==> config.mk <==
export PLATFORM = sky130hd
export DESIGN_NAME = dmem_arbiter
export DESIGN_NICKNAME = d
export VERILOG_FILES = /design/src/rtl/dmem_arbiter.sv
export SDC_FILE = /design/constraint.sdc
export NUM_CORES = 1
export LEC_CHECK = 0
export CORE_AREA = 2 2 113 115
export CTS_CLUSTER_SIZE = 14
export DETAILED_ROUTE_END_ITERATION = 8
export DIE_AREA = 0 0 115 117
export GPL_TIMING_DRIVEN = 0
export PLACE_DENSITY = 0.71
export SLEW_MARGIN = 20
export SYNTH_ARGS = -nofsm -noshare
export SYNTH_HDL_FRONTEND = slang
export SYNTH_SLANG_ARGS = --single-unit
==> constraint.sdc <==
create_clock -name clk -period 2.3 [get_ports clk]
set_clock_uncertainty 0.15 [all_clocks]
set_input_delay 0.46 -clock clk [delete_from_list [all_inputs] [get_ports clk]]
set_output_delay 0.46 -clock clk [all_outputs]
set_load 0.03 [all_outputs]
==> src/rtl/dmem_arbiter.sv <==
`default_nettype none
// ============================================================================
// Module : dmem_arbiter
// Brief  : Two-port (core C / debug D) arbiter in front of a single-port data
//          memory with starvation guard and exclusive debug lock.
// Rev    : 1.0
// ============================================================================
module dmem_arbiter #(
    parameter int ADDR_W   = 32,
    parameter int DATA_W   = 32,
    parameter int MEM_AW   = 10,
    parameter int MAX_WAIT = 4
) (
    input  logic              clk,
    input  logic              rst,

    input  logic              c_req,
    input  logic              c_we,
    input  logic [3:0]        c_be,
    input  logic [ADDR_W-1:0] c_addr,
    input  logic [DATA_W-1:0] c_wdata,
    output logic              c_gnt,
    output logic              c_stall,
    output logic              c_rvalid,
    output logic [DATA_W-1:0] c_rdata,

    input  logic              d_req,
    input  logic              d_we,
    input  logic [3:0]        d_be,
    input  logic [ADDR_W-1:0] d_addr,
    input  logic [DATA_W-1:0] d_wdata,
    input  logic              d_lock,
    output logic              d_gnt,
    output logic              d_rvalid,
    output logic [DATA_W-1:0] d_rdata,
    output logic              d_locked,

    output logic              mem_en,
    output logic              mem_we,
    output logic [3:0]        mem_be,
    output logic [MEM_AW-1:0] mem_addr,
    output logic [DATA_W-1:0] mem_wdata,
    input  logic [DATA_W-1:0] mem_rdata
);

    localparam logic [1:0] C_UNLOCKED   = 2'd0;
    localparam logic [1:0] C_LOCK_PEND  = 2'd1;
    localparam logic [1:0] C_LOCKED     = 2'd2;

    localparam logic [3:0] C_WAIT_LIMIT = 4'(MAX_WAIT);
    localparam logic [3:0] C_WAIT_SAT   = 4'hF;
    localparam logic [3:0] C_READ_BE    = 4'hF;

    logic [1:0]        r_lock_state;
    logic [1:0]        w_lock_next;
    logic [3:0]        r_wait_cnt;
    logic              r_rd_pend;
    logic              r_rd_owner_d;

    logic              w_c_gnt;
    logic              w_d_gnt;
    logic              w_access;
    logic              w_read;
    logic              w_c_outstanding;
    logic              w_sel_we;
    logic [3:0]        w_sel_be;
    logic [ADDR_W-1:0] w_sel_addr;
    logic [DATA_W-1:0] w_sel_wdata;
    logic              w_unused;

    // While the lock is pending or held the core is shut out; the debug port
    // keeps the memory busy rather than leaving the cycle idle.
    always_comb begin
        w_c_gnt = 1'b0;
        w_d_gnt = 1'b0;
        if (!rst) begin
            if (r_lock_state != C_UNLOCKED) begin
                w_d_gnt = d_req;
            end else if (c_req && d_req) begin
                if (r_wait_cnt >= C_WAIT_LIMIT) begin
                    w_d_gnt = 1'b1;
                end else begin
                    w_c_gnt = 1'b1;
                end
            end else begin
                w_c_gnt = c_req;
                w_d_gnt = d_req;
            end
        end
    end

    assign w_access    = w_c_gnt | w_d_gnt;
    assign w_sel_we    = w_d_gnt ? d_we    : c_we;
    assign w_sel_be    = w_d_gnt ? d_be    : c_be;
    assign w_sel_addr  = w_d_gnt ? d_addr  : c_addr;
    assign w_sel_wdata = w_d_gnt ? d_wdata : c_wdata;
    assign w_read      = w_access & ~w_sel_we;

    assign w_c_outstanding = r_rd_pend & ~r_rd_owner_d;

    always_comb begin
        w_lock_next = r_lock_state;
        case (r_lock_state)
            C_UNLOCKED: begin
                if (d_lock) begin
                    w_lock_next = C_LOCK_PEND;
                end
            end
            C_LOCK_PEND: begin
                if (!d_lock) begin
                    w_lock_next = C_UNLOCKED;
                end else if (!w_c_gnt && !w_c_outstanding) begin
                    w_lock_next = C_LOCKED;
                end
            end
            C_LOCKED: begin
                if (!d_lock) begin
                    w_lock_next = C_UNLOCKED;
                end
            end
            default: begin
                w_lock_next = C_UNLOCKED;
            end
        endcase
    end

    always_ff @(posedge clk) begin
        if (rst) begin
            r_lock_state <= C_UNLOCKED;
        end else begin
            r_lock_state <= w_lock_next;
        end
    end

    // Counts consecutive cycles port D was refused; any grant or idle cycle clears it.
    always_ff @(posedge clk) begin
        if (rst) begin
            r_wait_cnt <= 4'd0;
        end else if (d_req && !w_d_gnt) begin
            if (r_wait_cnt != C_WAIT_SAT) begin
                r_wait_cnt <= r_wait_cnt + 4'd1;
            end
        end else begin
            r_wait_cnt <= 4'd0;
        end
    end

    always_ff @(posedge clk) begin
        if (rst) begin
            r_rd_pend    <= 1'b0;
            r_rd_owner_d <= 1'b0;
        end else begin
            r_rd_pend <= w_read;
            if (w_read) begin
                r_rd_owner_d <= w_d_gnt;
            end
        end
    end

    assign c_gnt    = w_c_gnt;
    assign d_gnt    = w_d_gnt;
    assign c_stall  = ~rst & c_req & ~w_c_gnt;
    assign d_locked = ~rst & (r_lock_state == C_LOCKED);

    assign mem_en    = w_access;
    assign mem_we    = w_access & w_sel_we;
    assign mem_be    = !w_access ? 4'h0 : (w_sel_we ? w_sel_be : C_READ_BE);
    assign mem_addr  = w_access ? w_sel_addr[MEM_AW+1:2] : '0;
    assign mem_wdata = w_access ? w_sel_wdata : '0;

    // Gating with rst drops a response whose read was granted just before reset.
    assign c_rvalid = ~rst & r_rd_pend & ~r_rd_owner_d;
    assign d_rvalid = ~rst & r_rd_pend &  r_rd_owner_d;
    assign c_rdata  = c_rvalid ? mem_rdata : '0;
    assign d_rdata  = d_rvalid ? mem_rdata : '0;

    assign w_unused = ^{w_sel_addr[ADDR_W-1:MEM_AW+2], w_sel_addr[1:0]};

endmodule
`default_nettype wire
; After elaboration in Yosys (flattened, before gate mapping)
; Index checks and enable logic that the tools add are counted.
; Widths: inputs -> output; s select.
[classes]
n_addsub = 1
n_lt_le_gt_ge = 1
n_eq_ne = 6
mux = 23
bitwise = 15
reduce_logical = 10
[op_table]
columns = op, n
row1 = $mux 32, 4
row2 = $mux 12, 1
row3 = $mux 4, 3
row4 = $mux 10, 1
row5 = $and 1x1->1, 9
row6 = $mux 1, 9
row7 = $mux 2, 4
row8 = $pmux 2 s3, 1
row9 = $not 1->1, 5
row10 = $add 4x1->4 const B, 1
row11 = $ge 4x3->1 const B, 1
row12 = $ne 2x2->1 const B, 2
row13 = $ne 4x4->1 const B, 1
row14 = $logic_and 1x1->1, 3
row15 = $logic_not 1->1, 3
row16 = $ne 3x3->1 const B, 1
row17 = $reduce_and 3->1, 1
row18 = $eq 2x1->1 const B, 1
row19 = $eq 2x2->1 const B, 1
row20 = $logic_not 2->1, 1
row21 = $reduce_bool 2->1, 1
row22 = $reduce_or 2->1, 1
row23 = $or 1x1->1, 1
[totals]
regBits = 8
input_bits = 175
elab_cells = 60

; Logic depth before layout (Yosys ltp)
[depth]
depth_word = 10
depth_mapped = 5

; Worst setup path before layout
; Ideal clock, no wire load.
[synth_timing]
path_kind = input to output
from = input port c_req
to = output port mem_we
arrival_ns = 1.786
required_time_ns = 1.690
slack_ns = -0.096
path_stages = 4
path_buffers = 1
cell_sequence = nor3b_4 -> a21o_4 -> buf_12 -> o32ai_1
[synth_between]
elab_chain_len = 6
elab_cells_between_ends = 10
classes_between = 7 x mux / 2 x bitwise / 1 x reduce/logical
[synth_lines]
columns = element, line
row1 = from (decl), 17  ; input logic c_req,
row2 = $logic_and 1x1->1, 79  ; end else if (c_req && d_req) begin
row3 = $mux 1, 79
row4 = $mux 1, 77  ; if (r_lock_state != C_UNLOCKED) begin
row5 = $mux 1, 76  ; if (!rst) begin
row6 = $or 1x1->1 / $mux 1 (equally long branches), "92, 93"
row7 = $and 1x1->1 (*), 166  ; assign mem_we = w_access & w_sel_we;
row8 = to (decl), 39  ; output logic mem_we,
; Mark *: on every way between the ends. The rest lies on a longest branch, timed or not.

; Final worst setup path
; Same ends and word-level chain as after synthesis.

==> impl_summary.md <==
Status
The flow ran to the end, but the final reports show violations. The final reports fail on setup timing.

Synth
After synthesis, the cell types taking the most area are sky130_fd_sc_hd__o32ai_2 27%, sky130_fd_sc_hd__and2_1 19%, sky130_fd_sc_hd__nand2_1 8.6%, sky130_fd_sc_hd__inv_1 8.2%, sky130_fd_sc_hd__dfxtp_1 7.6%. The cell type with the largest total area after synthesis is sky130_fd_sc_hd__o32ai_2. Dividing the synthesized area by the synthesized cell count gives 7.472 um^2.

The area share of the leading cell type in the synthesized netlist is 27.12%. After synthesis, the netlist uses 35 different library cells. The sequential cell area fraction in the yosys report is 7.628%.

The number of synthesized flops with an enable pin is 0. After synthesis the netlist holds a flip-flop and latch count of 8. The mapped netlist covers 2100 um^2. The proportion of register bits with asynchronous set or reset after synthesis is 0%. The number of warning messages in the yosys log is 0. Among all flip-flop cells after synthesis, the most frequent one is sky130_fd_sc_hd__dfxtp_1.

Counting every instance in the synthesized netlist gives 281. The number of nets handed over by synthesis was 457.

Routing
For this run, design rule violations remaining after detail routing come to 0. The count of TritonRoute iterations in the first routing pass is 4. The final layout contains routed wiring with a total length of 12050 um. The via count is 3113. The count of nets left with antenna violations once routing finished came out at 0. The detailed router's first-iteration violation count is 90.

The average detailed-routed wire length per instance is 17.17 um. The via count normalized by instance count is 4.434.

Global route
In the global route stage, overall resource usage came out at 15.69%. After global routing the overflow that remains totals 0. The first global-routing pass estimated 16300 um of wire. The number of global-route vias before repair is 3004. The maximum number of pins on one net before global-route repair is 11.

The initial antenna violation count is 1.

STA
The final count of pins violating max slew was 0. Hold timing on the final database bottoms out at a slack of 292.7 ps. The setup total negative slack is -4.900 ps. The worst path uses 100.2% of the clock period. The post-layout minimum cycle time is 2305 ps. The highest clock rate is 433.9 MHz.

The final hold violation count is 0. Setup violations remaining at the end of the flow were counted as 1. The worst setup margin is -4.900 ps. Setup repair after global routing could not meet its margin everywhere.

Critical path
The largest single stage delay on the critical path is 220 ps. At the worst endpoint, the arrival time is 1690 ps. The data required time of the worst path is 1690 ps.

The cell family contributing the most delay on the critical path is buffers and inverters. Of all nets on the critical path, the largest fanout is 5. The critical-path cell with the highest stage delay is sky130_fd_sc_hd__a21o_4. The critical path is of the input pin to primary output type. The kind of capture point of the worst setup path is a primary output. Traced cell by cell, the critical path runs through buf_6 -> nor3b_4 -> buf_4 -> a21o_4 -> buf_6 -> buf_16 -> o32ai_4 -> buf_6. The worst setup path is launched from an input pin. Counting both buffers and inverters, the worst setup path holds a total of 5.

The most repeated library cell on the critical path is sky130_fd_sc_hd__buf_6. The flop-to-flop setup slack is 710 ps.

Final layout
The commonest non-fill, non-tap cell in the layout is sky130_fd_sc_hd__clkdlybuf4s50_1. Cells fill 40.05% of the core in the end. In the layout the commonest cells are 127 x sky130_fd_sc_hd__clkdlybuf4s50_1, 64 x sky130_fd_sc_hd__and2_1, 61 x sky130_fd_sc_hd__buf_2. Of the cells placed in the final design, the portion with a size suffix greater than 1 is 39.31%.

The area growth from synthesis to layout is 134.9%. The number of nets in the layout is 730. The number of antenna diodes is 0. The cell area after layout is 4931 um^2.

CTS
The clock input transition at the sequential cells of the worst setup and hold paths is 40 ps. The number of buffers created by CTS is 3. The buffer levels on the longest clock path is 2. The tree is rooted in a sky130_fd_sc_hd__clkbuf_16. For this design, the CTS-stage hold fixing added 0 buffers. The number of clock sinks seen by CTS is 8.

The insertion delay of the later-clocked pin in the worst-skew pair is 230 ps. The number of H-tree levels is 1. TritonCTS built the clock tree.

Power and ir drop
The post-layout total power is 1433 uW. Power spread over the standard cell area amounts to 290.5 nW/um^2. VDD sags by at most 186.8 uV. The analysis attributes to cell leakage a power of 0.002344 uW.

Die
The die outline width is 115 um. The number of rows created at floorplan is 41. The boundary pin count is 293. The die covers 13460 um^2. The effective utilization at floorplan is 17.05%. The region available for standard cell placement spans 12310 um^2. The vertical die dimension is 117 um.

Min path
The type of the most critical hold path is flip-flop to flip-flop.

Placement
The post-placement cell area is 4777 um^2. Port buffering added 248 buffers. The post-DP HPWL is 9888 um. Routability-driven placement finished with a final weighted congestion of 0.7869.

Job
Max-cap violations in this run came to 0.
[cells in the mapped netlist, types with 2 or more instances]
cell and n:
sky130_fd_sc_hd__buf_12 2, sky130_fd_sc_hd__clkbuf_1 13, sky130_fd_sc_hd__o32ai_4 3, sky130_fd_sc_hd__dfxtp_1 8
sky130_fd_sc_hd__and2_1 64, sky130_fd_sc_hd__buf_1 2, sky130_fd_sc_hd__o32ai_1 5, sky130_fd_sc_hd__nand3b_1 2
sky130_fd_sc_hd__and3_1 2, sky130_fd_sc_hd__buf_2 2, sky130_fd_sc_hd__buf_6 5, sky130_fd_sc_hd__o32ai_2 35
sky130_fd_sc_hd__a21oi_1 2, sky130_fd_sc_hd__o2111ai_1 4, sky130_fd_sc_hd__inv_1 46, sky130_fd_sc_hd__o21ai_0 9
sky130_fd_sc_hd__nand2b_1 5, sky130_fd_sc_hd__nor2_1 6, sky130_fd_sc_hd__nand2_1 48, sky130_fd_sc_hd__nor3_1 3
[logic make-up (layout without fill, tap and decap cells)]
| group | Yosys count | in the layout | share of synthesized area (%) |
|---|---|---|---|
| multiplexers | 1 | 1 | 0.4768 |
| adder cells (fa/ha/maj) | 1 | 1 | 0.5959 |
| flip-flops | 8 | 8 | 7.628 |
| AND/OR/NAND/NOR | 136 | 137 | 34.92 |
| other | 1 | 1 | 0.1786 |
| AO/OA/AOI/OAI | 62 | 62 | 39.21 |
| buffers and inverters | 72 | 342 | 16.98 |
[final timing paths]
| path | from | end | depth (start not counted) |
|---|---|---|---|
| worst max-delay path | c_req | mem_we | 8 |
| worst min-delay path | r_wait_cnt[0] | r_wait_cnt[0] | 1 |
| worst max register to register | r_lock_state[1] | r_rd_pend | 7 |
| worst min register to register | r_wait_cnt[0] | r_wait_cnt[0] | 1 |
[sequential cells by signal (all words and copies together), names as in the netlist]
signal,count
r_rd_owner_d,1
r_rd_pend,1
r_wait_cnt,4
r_lock_state,2
[what timing repair did]
item / CTS / global route
buffers inserted: 9 / 8
gates cloned: 2 / 3
pin swaps: 8 / 3
resized for setup: 656 / 46
endpoints found under the setup margin: 118 / 55
[through the flow]
| step | instances | setup slack (ps) |
|---|---|---|
| final | 702 | -4.900 |
| after global routing | 702 | -54.18 |
| after CTS | 693 | -74.08 |
| after detailed placement | 679 | -1355 |
| after global placement | 679 | -1344 |
| after floorplan | 281 | -85.80 |
[metal layers]
metal / up-vias / routed length [um] / track usage [%]
met5: - / 13 / 0
met4: 2 / 95 / 2.169
met3: 12 / 1139 / 3.450
met2: 173 / 6245 / 30.98
met1: 1435 / 4559 / 17.51
li1: 1491 / - / -
[power by group]
group | switching, uW | leakage, uW | internal [uW]
Combinational | 482 | 0.00224 | 504
Sequential | 7.70 | 0.0000664 | 146
Clock | 68.4 | 0.0000370 | 224
Total | 558 | 0.00234 | 874
[final cells by class]
cell class,count,area [um^2]
multi-input cells,202,1742
flip-flops and latches,8,162.7
repair buffers,269,2307
plain buffers,24,284.0
clock buffers,3,75.07
fillers,1306,7381
well taps,150,187.7
inverters,46,172.7
[worst reg2reg max path: cells and delay by family, from the launching register on]
family	cells	cell delay, ps
buffers and inverters	4	540
flip-flops	1	340
AND/OR/NAND/NOR	1	230
AO/OA/AOI/OAI	2	210
(Power assumes the default switching activity.)
